[config.mk]
export PLATFORM = sky130hd
export DESIGN_NAME = reg_file_sb
export DESIGN_NICKNAME = d
export VERILOG_FILES = /design/src/rtl/regfile_pkg.sv /design/src/rtl/reg_file_sb_scoreboard.sv /design/src/rtl/reg_file_sb.sv
export SDC_FILE = /design/constraint.sdc
export NUM_CORES = 2
export LEC_CHECK = 0
export CAP_MARGIN = 10
export CELL_PAD_IN_SITES_DETAIL_PLACEMENT = 0
export CELL_PAD_IN_SITES_GLOBAL_PLACEMENT = 1
export CORE_MARGIN = 2
export CORE_UTILIZATION = 53
export DETAILED_ROUTE_END_ITERATION = 16
export GPL_TIMING_DRIVEN = 0
export HOLD_SLACK_MARGIN = 0.08
export PLACE_DENSITY_LB_ADDON = 0.1
export SETUP_SLACK_MARGIN = 0.15
export SYNTH_ARGS = -nofsm -noshare
export SYNTH_HDL_FRONTEND = slang
export SYNTH_HIERARCHICAL = 1
export SYNTH_SLANG_ARGS = --single-unit
[constraint.sdc]
create_clock -name clk -period 44.6 [get_ports clk]
set_clock_uncertainty 0.1 [all_clocks]
set_input_delay 13.38 -clock clk [delete_from_list [all_inputs] [get_ports clk]]
set_output_delay 13.38 -clock clk [all_outputs]
set_load 0.02 [all_outputs]
[src/rtl/regfile_pkg.sv]
// Shared definitions for the scoreboarded register file: default sizes,
// the address type and the reset-image helper.
package regfile_pkg;
  localparam int DATA_W_DEF = 32;
  localparam int ADDR_W_DEF = 5;

  typedef logic [ADDR_W_DEF-1:0] reg_addr_t;

  // Reset value of register i in the indexed image; callers truncate to DATA_W.
  function automatic logic [63:0] init_val(input int i);
    return 64'(i) + 64'd1;
  endfunction
endpackage

[src/rtl/reg_file_sb_scoreboard.sv]
// Per-register busy tracking: ready flags for both read ports, allocation
// acceptance and an incrementally maintained busy count.
module rf_scoreboard
  import regfile_pkg::*;
#(
  parameter int ADDR_W  = ADDR_W_DEF,
  parameter int ZERO_R0 = 0
) (
  input  logic              clk,
  input  logic              rst,
  input  logic [ADDR_W-1:0] radd1,
  input  logic [ADDR_W-1:0] radd2,
  input  logic              wr,
  input  logic [ADDR_W-1:0] wadd,
  input  logic              alloc,
  input  logic [ADDR_W-1:0] alloc_add,
  output logic              rdy1,
  output logic              rdy2,
  output logic              alloc_ok,
  output logic [ADDR_W:0]   busy_cnt
);
  localparam int DEPTH = 1 << ADDR_W;
  localparam int CW    = ADDR_W + 1;

  logic [DEPTH-1:0] busy;
  logic             z1, z2, zw, za;
  logic             wr_eff, alloc_eff, inc, dec;

  assign z1 = (ZERO_R0 != 0) && (radd1 == '0);
  assign z2 = (ZERO_R0 != 0) && (radd2 == '0);
  assign zw = (ZERO_R0 != 0) && (wadd == '0);
  assign za = (ZERO_R0 != 0) && (alloc_add == '0);

  // A write in flight this cycle satisfies any reader or allocator of that register.
  assign rdy1     = z1 | ~busy[radd1]     | (wr & (wadd == radd1));
  assign rdy2     = z2 | ~busy[radd2]     | (wr & (wadd == radd2));
  assign alloc_ok = za | ~busy[alloc_add] | (wr & (wadd == alloc_add));

  assign wr_eff    = wr & ~zw;
  assign alloc_eff = alloc & alloc_ok & ~za;

  // Same-address wr+alloc keeps the bit set, so neither side moves the count.
  assign inc = alloc_eff & ~busy[alloc_add];
  assign dec = wr_eff & busy[wadd] & ~(alloc_eff & (alloc_add == wadd));

  always_ff @(posedge clk or posedge rst) begin
    if (rst) begin
      busy     <= '0;
      busy_cnt <= '0;
    end else begin
      if (wr_eff)    busy[wadd]      <= 1'b0;
      if (alloc_eff) busy[alloc_add] <= 1'b1;
      busy_cnt <= busy_cnt + CW'(inc) - CW'(dec);
    end
  end
endmodule

[src/rtl/reg_file_sb.sv]
// Register file with async reset image, same-cycle write bypass, optional
// hardwired-zero r0 and a busy scoreboard for pending writebacks.
module reg_file_sb
  import regfile_pkg::*;
#(
  parameter int DATA_W        = DATA_W_DEF,
  parameter int ADDR_W        = ADDR_W_DEF,
  parameter int RESET_INDEXED = 1,
  parameter int ZERO_R0       = 0
) (
  input  logic              clk,
  input  logic              rst,
  input  logic [ADDR_W-1:0] radd1,
  input  logic [ADDR_W-1:0] radd2,
  output logic [DATA_W-1:0] dataout1,
  output logic [DATA_W-1:0] dataout2,
  output logic              rdy1,
  output logic              rdy2,
  input  logic              wr,
  input  logic [ADDR_W-1:0] wadd,
  input  logic [DATA_W-1:0] datain,
  input  logic              alloc,
  input  logic [ADDR_W-1:0] alloc_add,
  output logic              alloc_ok,
  output logic [ADDR_W:0]   busy_cnt
);
  localparam int DEPTH = 1 << ADDR_W;

  logic [DEPTH-1:0][DATA_W-1:0] regs;
  logic                         wr_eff;

  assign wr_eff = wr & ~((ZERO_R0 != 0) && (wadd == '0));

  always_ff @(posedge clk or posedge rst) begin
    if (rst) begin
      for (int i = 0; i < DEPTH; i++)
        regs[i] <= (RESET_INDEXED != 0) ? DATA_W'(init_val(i)) : '0;
    end else if (wr_eff) begin
      regs[wadd] <= datain;
    end
  end

  // Zero register wins over bypass; bypass wins over stored data.
  always_comb begin
    dataout1 = regs[radd1];
    dataout2 = regs[radd2];
    if (wr && wadd == radd1) dataout1 = datain;
    if (wr && wadd == radd2) dataout2 = datain;
    if ((ZERO_R0 != 0) && radd1 == '0) dataout1 = '0;
    if ((ZERO_R0 != 0) && radd2 == '0) dataout2 = '0;
  end

  rf_scoreboard #(.ADDR_W(ADDR_W), .ZERO_R0(ZERO_R0)) u_sb (
    .clk       (clk),
    .rst       (rst),
    .radd1     (radd1),
    .radd2     (radd2),
    .wr        (wr),
    .wadd      (wadd),
    .alloc     (alloc),
    .alloc_add (alloc_add),
    .rdy1      (rdy1),
    .rdy2      (rdy2),
    .alloc_ok  (alloc_ok),
    .busy_cnt  (busy_cnt)
  );
endmodule
# Word level (Yosys, flattened, before mapping)
# Index checks and enable logic that the tools add are counted.
[op_classes]
add_sub_neg = 2
n_lt_le_gt_ge = 6
eq_ne = 4
mux = 23
bitwise_logic = 18
n_reduce_logical = 4
[op_table]
columns = ["op", "n"]
rows = [
  ["$bwmux W1024", 1],
  ["$bmux W32 S5", 2],
  ["$mux W32", 7],
  ["$demux W32 S5", 1],
  ["$and A32 B32 Y32", 1],
  ["$not A32 Y32", 1],
  ["$or A32 B32 Y32", 1],
  ["$lt A5 B6 Y1 const B", 4],
  ["$bmux W1 S5", 4],
  ["$eq A5 B5 Y1", 4],
  ["$demux W1 S5", 2],
  ["$ge A5 B1 Y1 const B", 2],
  ["$and A1 B1 Y1", 8],
  ["$add A6 B1 Y6", 1],
  ["$mux W1", 6],
  ["$sub A6 B1 Y6", 1],
  ["$logic_and A1 B1 Y1", 4],
  ["$not A1 Y1", 4],
  ["$or A1 B1 Y1", 3],
]
[totals]
ff_bits = 1062
inputBits = 56

# Logic depth before layout (Yosys ltp)
[depth]
ltp_word = 9
mapped_depth = 15

# By module
# The synthesis kept the hierarchy.
[modules_own_cells]
columns = ["module", "n_inst", "cells_per_inst", "area_per_inst_um2"]
rows = [
  ["reg_file_sb", 1, 3814, 55778.5],
  ["rf_scoreboard", 1, 285, 3024.2],
]

# Least setup slack after synthesis
# OpenSTA, ideal clock, no wires.
[synth_path]
kind = "input port to output port"
start = "in wadd[2]"
end = "out dataout2[30]"
arrival_ns = 14.984
t_required_ns = 31.120
slack_ns = 16.136
stages = 8
path_buffers = 3
path_cell_list = "buf_2 > xor2_1 > nor4_1 > and3_1 > buf_2 > buf_2 > nor3_1 > nor3_1"
[synth_between]
elab_chain_len = 3
[synth_rtl]
columns = ["element", "line", "rtl"]
rows = [
  ["start, declared", "reg_file_sb.sv:20", "input logic [ADDR_W-1:0] wadd,"],
  ["$eq A5 B5 Y1", "reg_file_sb.sv:48", "if (wr && wadd == radd2) dataout2 = datain;"],
  ["$logic_and A1 B1 Y1", "reg_file_sb.sv:48", ""],
  ["$mux W32", "reg_file_sb.sv:48", ""],
  ["end, declared", "reg_file_sb.sv:16", "output logic [DATA_W-1:0] dataout2,"],
]
# No other way between the ends.

# Worst setup path in the final report
[layout_path]
start = "in radd2[3]"
end = "out dataout2[11]"
[layout_between]
elab_chain_len = 3
[layout_rtl]
columns = ["element", "line", "rtl"]
rows = [
  ["start, declared", "reg_file_sb.sv:14", "input logic [ADDR_W-1:0] radd2,"],
  ["$bmux W32 S5 / $eq A5 B5 Y1 (equally long branches)", "reg_file_sb.sv:46, reg_file_sb.sv:48", ""],
  ["$mux W32 (not written as such) / $logic_and A1 B1 Y1 (equally long branches)", "reg_file_sb.sv:46, reg_file_sb.sv:48", ""],
  ["$mux W32 (*)", "reg_file_sb.sv:48", ""],
]
# Every way passes the cells marked *; elsewhere a longest branch is shown, timed or not. The select of a mux whose other input is x is not followed.

==> flow_summary_export.csv <==
group,metric,value,unit
floorplan,core_area,110000,um2
synth,syn-num-nets,4162,
synth,synth_area,58800,um2
layout,fin_util,60.0,%
cts,cts_made_buffers,116,
global_routing,grt_max_degree,128,
floorplan,start_util,53.3,%
timing,drv_slew,0,
cts,htree_levels,3,
run_status,run_status,"finished clean",
timing,period_needed,31420,ps
synth,ys_seq_area_share,45.4,%
floorplan,die-area,114000,um2
synth,yosysWarningCount,6,
worst_setup_path,required,31120,ps
pwr,ir_drop,38.1,uV
timing,slew_headroom,16.0,%
timing,tightest_slew,1260,ps
detailed_routing,vias,40700,
worst_setup_path,start_kind,"primary input",
pwr,p_leak,0.0287,uW
global_routing,overflow,0,
detailed_routing,drc,0,
floorplan,ios,129,
detailed_routing,first_pass_iters,5,
synth,synth_edf_count,0,
place,hpwl,155000,um
place,io_buffers,121,
global_routing,grtUsageTotal,37.3,%
detailed_routing,via_per_inst,6.85,
timing,hold_viol,0,
layout,fin_nets,4410,
cts,clock_sinks,1062,
cts,clockBufferDepth,3,
detailed_routing,routed_wl,211000,um
flow_run,max_cap_violations,0,
pwr,power.density,45.9,nW/um2
layout,drive_above_1_share,44.2,%
timing,max_freq,0.0318,GHz
global_routing,grt_use_met2,55.2,%
synth,yosys_most_used_dff,"dfrtp_1",
synth,postSynth.asyncResetShare,100,%
detailed_routing,drt_iter0_drc,4782,
synth,synth_cell_types,82,
floorplan,rows,122,
synth,synth_area_per_cell,14.3,um2
global_routing,grt_pass1_wl,299000,um
cts,cts_tree,"built",
floorplan,die_x,337,um
layout,fillCellCount,8789,
global_routing,grt-busiest-layer,"met2",
global_routing,grt_util_met1,52.6,%
worst_setup_path,crit_arrival,17940,ps
pwr,p_total,3040,uW
timing,period_share,70.4,%
synth,syn_inst,4099,
global_routing,antenna_found_initial,4,
detailed_routing,routedWlPerCell,35.5,um
layout,mostFrequentLayoutCells,"mux2_2, dfrtp_1, mux4_2",
layout,syn_to_final_growth,12.6,%
detailed_routing,ant_nets,0,
hold_path,holdCritPathClass,"reg -> reg",
worst_setup_path,path_class,"in -> out",
floorplan,die_height,337,um
timing,rsz0062_at_grt,"no",
layout,multiInputGateArea,29600,um2
cts,holdBufCountCts,0,
synth,synth_seq_cells,1062,
place,gp_congestion,0.961,
timing,setup-violations-final,0,
layout,seq_area,26700,um2
cts,cts_root_buffer,"clkbuf_16",
worst_setup_path,worst-path-max-fanout,10,
worst_setup_path,worstSetupEndpointType,"primary output",
layout,layout_commonest_cell,"mux2_2",
cts,path_clk_slew,60,ps
global_routing,grt_pass1_vias,40300,
cts,post_cts_buffers,0,
cts,cts_resized,0,
cts,insertion_delay,740,ps
global_routing,grt_util_met3,9.95,%
synth_stat cells, types with 46 or more instances:
cell | number | area (um2)
mux2i_1 | 346 | 3460
a22oi_1 | 143 | 1070
buf_2 | 140 | 701
mux2_2 | 1014 | 11400
o21ai_0 | 64 | 320
clkbuf_1 | 150 | 563
o22ai_1 | 46 | 288
buf_4 | 46 | 345
o21ai_1 | 46 | 230
dfstp_2 | 81 | 2130
dfrtp_1 | 981 | 24500
nand2_1 | 105 | 394
mux4_2 | 375 | 8450
path summary, 6_finish.rpt:
kind,from,endpoint,slack [ps],depth (start not counted)
worst min-delay path,regs[654],regs[654],410,1
worst min register to register,regs[654],regs[654],410,1
min in group asynchronous,rst,regs[1015],12910,2
max in group asynchronous,rst,regs[172],28990,6
worst max-delay path,radd2[3],dataout2[11],13180,10
worst max register to register,u_sb/busy[3],u_sb/busy_cnt[4],41230,12
critical path, cell delays in order:
cell	delay (ps)
clkdlybuf4s50_1	790
buf_2	390
nor2b_1	160
buf_2	210
nand2_1	390
clkbuf_1	620
o22ai_1	310
nor3_1	610
a22o_1	390
clkdlybuf4s50_1	660
per-stage QoR:
stage               hold slack [ps]  worst slack (ps)  setup TNS [ps]  cells  area (um2)
CTS                             411             13350               0   5934       66200
finish                          411             13180               0   5937       66200
global route                    437             13200               0   5934       66200
detailed placement              396             13380               0   5717       62100
global placement                379            -10680        -9892790   5708       61900
floorplan                       370              2440               0   4099       58800
cells by family (layout without fill, tap and decap cells):
logic type               after synthesis  after routing  synth area share (%)
other                                  0              3                     0
flip-flops                          1062           1062                  45.4
AO/OA/AOI/OAI                        485            485                  6.28
XOR/XNOR                              30             30                 0.447
buffers and inverters                449            796                  4.24
adder cells (fa/ha/maj)                7              7                 0.162
AND/OR/NAND/NOR                      293            293                  2.60
multiplexers                        1773           1773                  40.9
state kept, by name, summed over array words and instances (netlist names):
signal and cells:
u_sb/busy 32, regs 1024, u_sb/busy_cnt 6
where the power goes:
group / internal [uW] / leakage [uW] / switching [uW]
logic: 369 / 0.0133 / 314
clock network: 621 / 0.00202 / 420
registers: 1170 / 0.0134 / 148
per-layer routing:
layer,vias to the layer above,wire (um)
met5,-,22
met4,4,9080
met3,429,20900
met2,2115,93200
met1,21800,87600
li1,16400,-
layout make-up:
cell class | count | area share (%)
multi-input combinational | 2588 | 44.7
sequential | 1062 | 40.3
clock buffer | 167 | 5.09
buffer | 430 | 3.66
tap | 1488 | 2.81
timing repair buffer | 130 | 2.20
clock inverter | 50 | 1.07
inverter | 19 | 0.119
antenna | 3 | 0.0113
(Power assumes the default switching activity.)
